$ cat src/rtl/pearson_stream.sv
// pearson_stream: byte-serial Pearson hash engine with HASH_BYTES independent 8-bit lanes.
// Lane j starts from byte offset j of the first key byte, then follows h = T[h ^ k].
// Optional build macro PEARSON_SEED_EN adds an 8-bit seed port that is XORed into the
// first lookup; without it the seed is taken as zero.
module pearson_stream #(
    parameter int unsigned HASH_BYTES = 1,
    parameter int unsigned LEN_W      = 16
) (
    input  logic                    clk,
    input  logic                    rst,
    input  logic                    in_valid,
    output logic                    in_ready,
    input  logic [7:0]              in_data,
    input  logic                    in_last,
`ifdef PEARSON_SEED_EN
    input  logic [7:0]              seed,
`endif
    output logic                    out_valid,
    input  logic                    out_ready,
    output logic [8*HASH_BYTES-1:0] out_hash,
    output logic [LEN_W-1:0]        out_len
);

    // Standard 256-entry Pearson permutation shared by every lane.
    localparam logic [7:0] PearsonTable [256] = '{
        8'd251, 8'd175, 8'd119, 8'd215, 8'd81,  8'd14,  8'd79,  8'd191,
        8'd103, 8'd49,  8'd181, 8'd143, 8'd186, 8'd157, 8'd0,   8'd232,
        8'd31,  8'd32,  8'd55,  8'd60,  8'd152, 8'd58,  8'd17,  8'd237,
        8'd174, 8'd70,  8'd160, 8'd144, 8'd220, 8'd90,  8'd57,  8'd223,
        8'd59,  8'd3,   8'd18,  8'd140, 8'd111, 8'd166, 8'd203, 8'd196,
        8'd134, 8'd243, 8'd124, 8'd95,  8'd222, 8'd179, 8'd197, 8'd65,
        8'd180, 8'd48,  8'd36,  8'd15,  8'd107, 8'd46,  8'd233, 8'd130,
        8'd165, 8'd30,  8'd123, 8'd161, 8'd209, 8'd23,  8'd97,  8'd16,
        8'd40,  8'd91,  8'd219, 8'd61,  8'd100, 8'd10,  8'd210, 8'd109,
        8'd250, 8'd127, 8'd22,  8'd138, 8'd29,  8'd108, 8'd244, 8'd67,
        8'd207, 8'd9,   8'd178, 8'd204, 8'd74,  8'd98,  8'd126, 8'd249,
        8'd167, 8'd116, 8'd34,  8'd77,  8'd193, 8'd200, 8'd121, 8'd5,
        8'd20,  8'd113, 8'd71,  8'd35,  8'd128, 8'd13,  8'd182, 8'd94,
        8'd25,  8'd226, 8'd227, 8'd199, 8'd75,  8'd27,  8'd41,  8'd245,
        8'd230, 8'd224, 8'd43,  8'd225, 8'd177, 8'd26,  8'd155, 8'd150,
        8'd212, 8'd142, 8'd218, 8'd115, 8'd241, 8'd73,  8'd88,  8'd105,
        8'd39,  8'd114, 8'd62,  8'd255, 8'd192, 8'd201, 8'd145, 8'd214,
        8'd168, 8'd158, 8'd221, 8'd148, 8'd154, 8'd122, 8'd12,  8'd84,
        8'd82,  8'd163, 8'd44,  8'd139, 8'd228, 8'd236, 8'd205, 8'd242,
        8'd217, 8'd11,  8'd187, 8'd146, 8'd159, 8'd64,  8'd86,  8'd239,
        8'd195, 8'd42,  8'd106, 8'd198, 8'd118, 8'd112, 8'd184, 8'd172,
        8'd87,  8'd2,   8'd173, 8'd117, 8'd176, 8'd229, 8'd247, 8'd253,
        8'd137, 8'd185, 8'd99,  8'd164, 8'd102, 8'd147, 8'd45,  8'd66,
        8'd231, 8'd52,  8'd141, 8'd211, 8'd194, 8'd206, 8'd246, 8'd238,
        8'd56,  8'd110, 8'd78,  8'd248, 8'd63,  8'd240, 8'd189, 8'd93,
        8'd92,  8'd51,  8'd53,  8'd183, 8'd19,  8'd171, 8'd72,  8'd50,
        8'd33,  8'd104, 8'd101, 8'd69,  8'd8,   8'd252, 8'd83,  8'd120,
        8'd76,  8'd135, 8'd85,  8'd54,  8'd202, 8'd125, 8'd188, 8'd213,
        8'd96,  8'd235, 8'd136, 8'd208, 8'd162, 8'd129, 8'd190, 8'd132,
        8'd156, 8'd38,  8'd47,  8'd1,   8'd7,   8'd254, 8'd24,  8'd4,
        8'd216, 8'd131, 8'd89,  8'd21,  8'd28,  8'd133, 8'd37,  8'd153,
        8'd149, 8'd80,  8'd170, 8'd68,  8'd6,   8'd169, 8'd234, 8'd151
    };

    typedef enum logic [1:0] {
        StFirst,
        StAbsorb,
        StDone
    } state_e;

    state_e           state_q, state_d;
    logic [7:0]       lane_q [HASH_BYTES];
    logic [7:0]       lane_d [HASH_BYTES];
    logic [LEN_W-1:0] len_q, len_d;
    logic [7:0]       seed_val;
    logic             accept;

`ifdef PEARSON_SEED_EN
    assign seed_val = seed;
`else
    assign seed_val = 8'h00;
`endif

    assign accept = in_valid && in_ready;

    // Handshake outputs are a pure function of the state, so in_ready and out_valid
    // can never be high together.
    always_comb begin
        in_ready  = 1'b0;
        out_valid = 1'b0;
        unique case (state_q)
            StFirst:  in_ready  = 1'b1;
            StAbsorb: in_ready  = 1'b1;
            StDone:   out_valid = 1'b1;
            default:  in_ready  = 1'b0;
        endcase
    end

    // Next-state, lane and length update.
    always_comb begin
        state_d = state_q;
        lane_d  = lane_q;
        len_d   = len_q;
        unique case (state_q)
            StFirst: begin
                if (accept) begin
                    // Lane j is decorrelated from lane 0 by offsetting the first byte by j.
                    for (int j = 0; j < HASH_BYTES; j++) begin
                        lane_d[j] = PearsonTable[8'(in_data + 8'(j)) ^ seed_val];
                    end
                    len_d   = LEN_W'(1);
                    state_d = in_last ? StDone : StAbsorb;
                end
            end
            StAbsorb: begin
                if (accept) begin
                    for (int j = 0; j < HASH_BYTES; j++) begin
                        lane_d[j] = PearsonTable[lane_q[j] ^ in_data];
                    end
                    // Length saturates; the hash keeps absorbing regardless.
                    if (len_q != {LEN_W{1'b1}}) begin
                        len_d = len_q + LEN_W'(1);
                    end
                    if (in_last) begin
                        state_d = StDone;
                    end
                end
            end
            StDone: begin
                if (out_ready) begin
                    state_d = StFirst;
                end
            end
            default: state_d = StFirst;
        endcase
    end

    // State, lane and length registers with synchronous reset.
    always_ff @(posedge clk) begin
        if (rst) begin
            state_q <= StFirst;
            len_q   <= '0;
            for (int j = 0; j < HASH_BYTES; j++) begin
                lane_q[j] <= 8'h00;
            end
        end else begin
            state_q <= state_d;
            len_q   <= len_d;
            for (int j = 0; j < HASH_BYTES; j++) begin
                lane_q[j] <= lane_d[j];
            end
        end
    end

    // Concatenate lanes with lane 0 in the least-significant byte.
    always_comb begin
        out_hash = '0;
        for (int j = 0; j < HASH_BYTES; j++) begin
            out_hash[8*j +: 8] = lane_q[j];
        end
        out_len = len_q;
    end

endmodule

$ cat config.mk
export PLATFORM = sky130hd
export DESIGN_NAME = pearson_stream
export DESIGN_NICKNAME = d
export VERILOG_FILES = /design/src/rtl/pearson_stream.sv
export SDC_FILE = /design/constraint.sdc
export NUM_CORES = 1
export LEC_CHECK = 0
export ABC_AREA = 1
export CORE_UTILIZATION = 55
export DETAILED_ROUTE_END_ITERATION = 8
export PLACE_DENSITY_LB_ADDON = 0.3
export SYNTH_ARGS = -nofsm -noshare
export SYNTH_HDL_FRONTEND = slang
export SYNTH_SLANG_ARGS = --single-unit
$ cat constraint.sdc
create_clock -name clk -period 2.65 [get_ports clk]
set_input_delay 0.3975 -clock clk [delete_from_list [all_inputs] [get_ports clk]]
set_output_delay 0.3975 -clock clk [all_outputs]
set_load 0.01 [all_outputs]
==> results.json, run 1 <==
{
  "run_status": "did not finish",
  "lastStage": "5_1_grt",
  "error": "[ERROR GRT-0116] Global routing finished with congestion. Check the congestion regions in the DRC Viewer.",
  "cts_htree_levels": 1,
  "die_height_um": 114.2,
  "hpwl_um": 27320,
  "die_w_um": 114.2,
  "avgSynthCellArea_sq_um": 5.058,
  "ctsResizeCount": 1,
  "cts_buffer_depth": 2,
  "io_pins": 39,
  "numCtsBuffers": 3,
  "grt_start_max_net_pins": 61,
  "grt_first_pass_wirelength_um": 62770,
  "gp_congestion": 1.223,
  "synth-seq-area-share_pct": 7.512,
  "cts_hold_buf": 0,
  "ys_types": 36,
  "cts_setup_buffers": 0,
  "synth_nets": 1406,
  "ys_warn_count": 0,
  "grt_overflow": 3,
  "grt_pass1_vias": 11070,
  "ys_ff_latch": 26,
  "start_util_pct": 56.98,
  "portBuffers": 38,
  "synthCells": 1370,
  "std_cell_rows": 40,
  "syn-cell-area_sq_um": 6929,
  "cts.sinks": 26,
  "grt_use_total_pct": 63.20,
  "root_buffer": "clkbuf_16"
}
-- synth_stat cells, drive strengths merged --
master / n / area share [%]
a211oi: 1 / 0.11
a21o: 1 / 0.11
a21oi: 58 / 4.2
a31oi: 3 / 0.27
buf: 59 / 4.8
clkbuf: 30 / 1.6
clkinv: 2 / 0.11
dfxtp: 26 / 7.5
ha: 23 / 4.2
inv: 102 / 5.6
nand2: 416 / 23
nand3: 425 / 31
nand3b: 2 / 0.22
nand4: 4 / 0.36
nor2: 84 / 4.6
nor3: 9 / 0.65
nor4: 3 / 0.27
o211ai: 44 / 4.8
o21ai: 65 / 4.7
o22ai: 3 / 0.27
o31ai: 2 / 0.22
or2: 1 / 0.090
xnor2: 6 / 1.1
xor2: 1 / 0.13
-- stage by stage --
stage	worst slack (ns)	cell area [sq um]	setup TNS (ns)	cells
CTS	0.001007	8822	0	1684
detailed placement	-0.3967	8715	-1.903	1680
global placement	-0.3926	8715	-1.772	1680
floorplan	0.2549	6929	0	1370
-- per-layer routing --
layer  overflow  track usage, %
met4          2           52.99
met1          0           67.58
met3          0           43.20
met5          0           7.059
met2          1           83.52
-- kinds of logic after synthesis --
family                   Yosys count  share of synthesized area (%)
adder cells (fa/ha/maj)           23                          4.153
XOR/XNOR                           7                          1.264
buffers and inverters            193                          12.12
AND/OR/NAND/NOR                  944                          60.27
AO/OA/AOI/OAI                    177                          14.68
flip-flops                        26                          7.512
==> run 2, diff against run 1 <==
--- a/config.mk
+++ b/config.mk
@@ -6,9 +6,9 @@
 export NUM_CORES = 1
 export LEC_CHECK = 0
 export ABC_AREA = 1
-export CORE_UTILIZATION = 55
+export CORE_UTILIZATION = 40
 export DETAILED_ROUTE_END_ITERATION = 8
-export PLACE_DENSITY_LB_ADDON = 0.3
+export PLACE_DENSITY_LB_ADDON = 0.15
 export SYNTH_ARGS = -nofsm -noshare
 export SYNTH_HDL_FRONTEND = slang
 export SYNTH_SLANG_ARGS = --single-unit
==> run 2 against run 1 <==
  * The flow now finishes without violations
  * Area after synthesis did not move
  * Synthesized cell count is the same
==> results.json, run 2 <==
{
  "skew_ns": 0.002232,
  "fmax_ghz": 0.3906,
  "grt_first_pass_wirelength_um": 58290,
  "crit_path_end_kind": "register",
  "crit_buf_inv": 4,
  "layout_common_cells": "414 x nand3_1, 382 x nand2_1, 203 x buf_4, 88 x inv_1, 74 x nor2_1",
  "placed_cell_area_sq_um": 9082,
  "rr_worst_depth": 15,
  "cts_hold_buf": 0,
  "hold_viol_final": 0,
  "wl_met3_um": 6842,
  "hold_path.class": "reg2reg",
  "avgSynthCellArea_sq_um": 5.058,
  "min_from": "out_len[4]$_SDFFE_PP0P_",
  "core_area_sq_um": 16760,
  "cts_buffer_depth": 2,
  "finalMaxSlewViolations": 0,
  "ys.flop_type": "dfxtp_1",
  "drtAntennaViolNets": 0,
  "cap_violations": 0,
  "grt_pass1_vias": 10080,
  "cts_htree_levels": 1,
  "period_minus_slack_ns": 2.560,
  "synth_edf_count": 0,
  "die_area_sq_um": 17850,
  "synth.top_cells.by_count": "425 x nand3_1, 395 x nand2_1, 94 x inv_1, 82 x nor2_1, 62 x o21ai_0",
  "critPathMaxStageDelay_ns": 0.30,
  "r2r_slack_ns": 0.18,
  "grt_use_total_pct": 42.24,
  "diodes": 0,
  "synth.top_cell.area_share_pct": 30.70,
  "grt_start_max_net_pins": 61,
  "root_buffer": "clkbuf_16",
  "die_height_um": 133.6,
  "final_common_cell": "nand3_1",
  "firstDrtPassIters": 8,
  "portBuffers": 38,
  "async_flop_share_pct": 0,
  "top_layer": "met4",
  "fillers": 1759,
  "hold_path_end": "out_len[4]$_SDFFE_PP0P_",
  "wl_met1_um": 14910,
  "timing.rr.start": "out_hash[0]$_SDFFE_PP0P_",
  "setup_viol": 0,
  "fin_cells": 1768,
  "slew-limit-headroom_pct": 67.15,
  "std_cell_rows": 47,
  "drt_iter0_markers": 2251,
  "start_util_pct": 41.34,
  "leakagePower_nw": 4.601,
  "hpwl_um": 29640,
  "run_status": "completed",
  "numCtsBuffers": 3,
  "num-nets-final": 1586,
  "r2r_end": "out_hash[2]$_SDFFE_PP0P_",
  "yosys-top-cells-area": "nand3_1 31%, nand2_1 21%, dfxtp_1 7.5%, inv_1 5.1%, o211ai_1 4.8%",
  "clkTransAtPathRegs_ns": 0.06,
  "met2_length_um": 14970,
  "dp_cells": 1764,
  "tightest_slew_ns": 0.4920,
  "io_pins": 39,
  "area_delta_synth_final_pct": 35.18,
  "yosysMostFrequentCell": "nand3_1",
  "cp_common_cell": "nand3_1",
  "startpoint_type": "input pin",
  "wire_per_inst_um": 21.85,
  "ys_types": 36,
  "cpMaxStageDelayCell": "dlygate4sd2_1",
  "design_area_sq_um": 9366,
  "gp_congestion": 1.117,
  "critPathTopFamily": "simple AND/OR/NAND/NOR gates",
  "whs_path_depth": 2,
  "worstPathRequired_ns": 2.84,
  "crit_chain": "dlygate4sd2_1, buf_4, nand2_1, nand2_2, buf_4, ha_1, nand2_1, buf_4, nand3_1, nand3_1, nand3_1, nand3_1, nand3_1, nand3_1, nand2_1, a21oi_1",
  "synth-seq-area-share_pct": 7.512,
  "yosysTopAreaCell": "nand3_1",
  "crit_type": "in2reg",
  "place_ws_ns": -0.5180,
  "powerDensity_nw_per_um2": 396.9,
  "cp_data_arrival_time_ns": 2.75,
  "clock_latency_ns": 0.25,
  "cts.sinks": 26,
  "die_w_um": 133.6,
  "drc": 0,
  "synth_nets": 1406,
  "multi_input_area_sq_um": 5762,
  "drive_above_1_share_pct": 20.28,
  "ys_warn_count": 0,
  "ir_drop_mv": 0.4535,
  "largest_reg_flops": 16,
  "critPathMaxFanout": 7,
  "via_count": 11090,
  "cts_tree": "built",
  "totalWireLength_um": 38630,
  "grt_overflow": 0,
  "syn-cell-area_sq_um": 6929,
  "synthCells": 1370,
  "grt_antenna_before_repair": 0,
  "setup_ws_ns": 0.08988,
  "utilization_pct": 55.89,
  "regArea_sq_um": 521.8,
  "ys_ff_latch": 26,
  "power_mw": 3.718,
  "via_per_inst": 6.270,
  "fin_crit_sh_pct": 96.61
}
==> run 2: cell families after synthesis <==
group                      count (synthesis)  share of synthesized area, %
AOI/OAI and AO/OA                        177                         14.68
DFF                                       26                         7.512
and+or+nand+nor                          944                         60.27
buffers and inverters                    193                         12.12
xor gates and xnor gates                   7                         1.264
adders and majority gates                 23                         4.153
==> run 2: worst reg2reg max path: cells and delay by family, from the launching register on <==
kind                       cells  cell delay, ns
buffers and inverters          3            0.45
adders and majority gates      1            0.26
AOI/OAI and AO/OA              1            0.12
DFF                            1            0.45
and+or+nand+nor               10            1.13
==> run 2: what timing repair did <==
item	CTS	global route
gates resized for setup	9	53
setup endpoints to repair	8	8
pin swaps	0	2
setup buffers	0	1
==> run 2: area by class of cell <==
type | count | area share, %
flip-flops and latches | 26 | 5.570
well taps | 220 | 2.939
clock buffers | 3 | 0.8015
inverters | 104 | 4.221
multi-input cells | 1151 | 61.51
repair buffers | 264 | 24.95
==> run 2: power by group <==
group          switching (mW)  internal (mW)  leakage [nW]
Combinational            1.87           1.09          4.35
Clock                   0.124          0.200        0.0370
Sequential             0.0331          0.407         0.212
==> run 2: worst max-delay path by stage <==
stage	slack (ns)	to	from	cells past startpoint
after detailed placement	-0.52	out_hash[0]$_SDFFE_PP0P_	in_data[1]	18
after floorplan	0.25	out_hash[5]$_SDFFE_PP0P_	in_data[1]	17
after CTS	0.007	out_hash[2]$_SDFFE_PP0P_	in_data[1]	16
after global routing	-0.01	out_hash[5]$_SDFFE_PP0P_	in_data[0]	18
final	0.09	out_hash[2]$_SDFFE_PP0P_	in_data[0]	16
after global placement	-0.51	out_hash[0]$_SDFFE_PP0P_	in_data[1]	18
==> run 2: metal layers <==
layer  GRT usage (%)  vias up
met5               0        -
met4           18.43        0
met3           15.07      167
met2           58.19     1014
met1           58.14     4906
li1                -     4999
==> run 2: metrics by stage <==
step	setup TNS, ns	hold slack [ns]
3_3_place_gp	-3.185	0.4480
3_5_place_dp	-3.298	0.4544
4_1_cts	0	0.4669
5_1_grt	-0.01417	0.4949
6_report	0	0.4632
2_1_floorplan	0	0.4764
(Power assumes the default switching activity.)
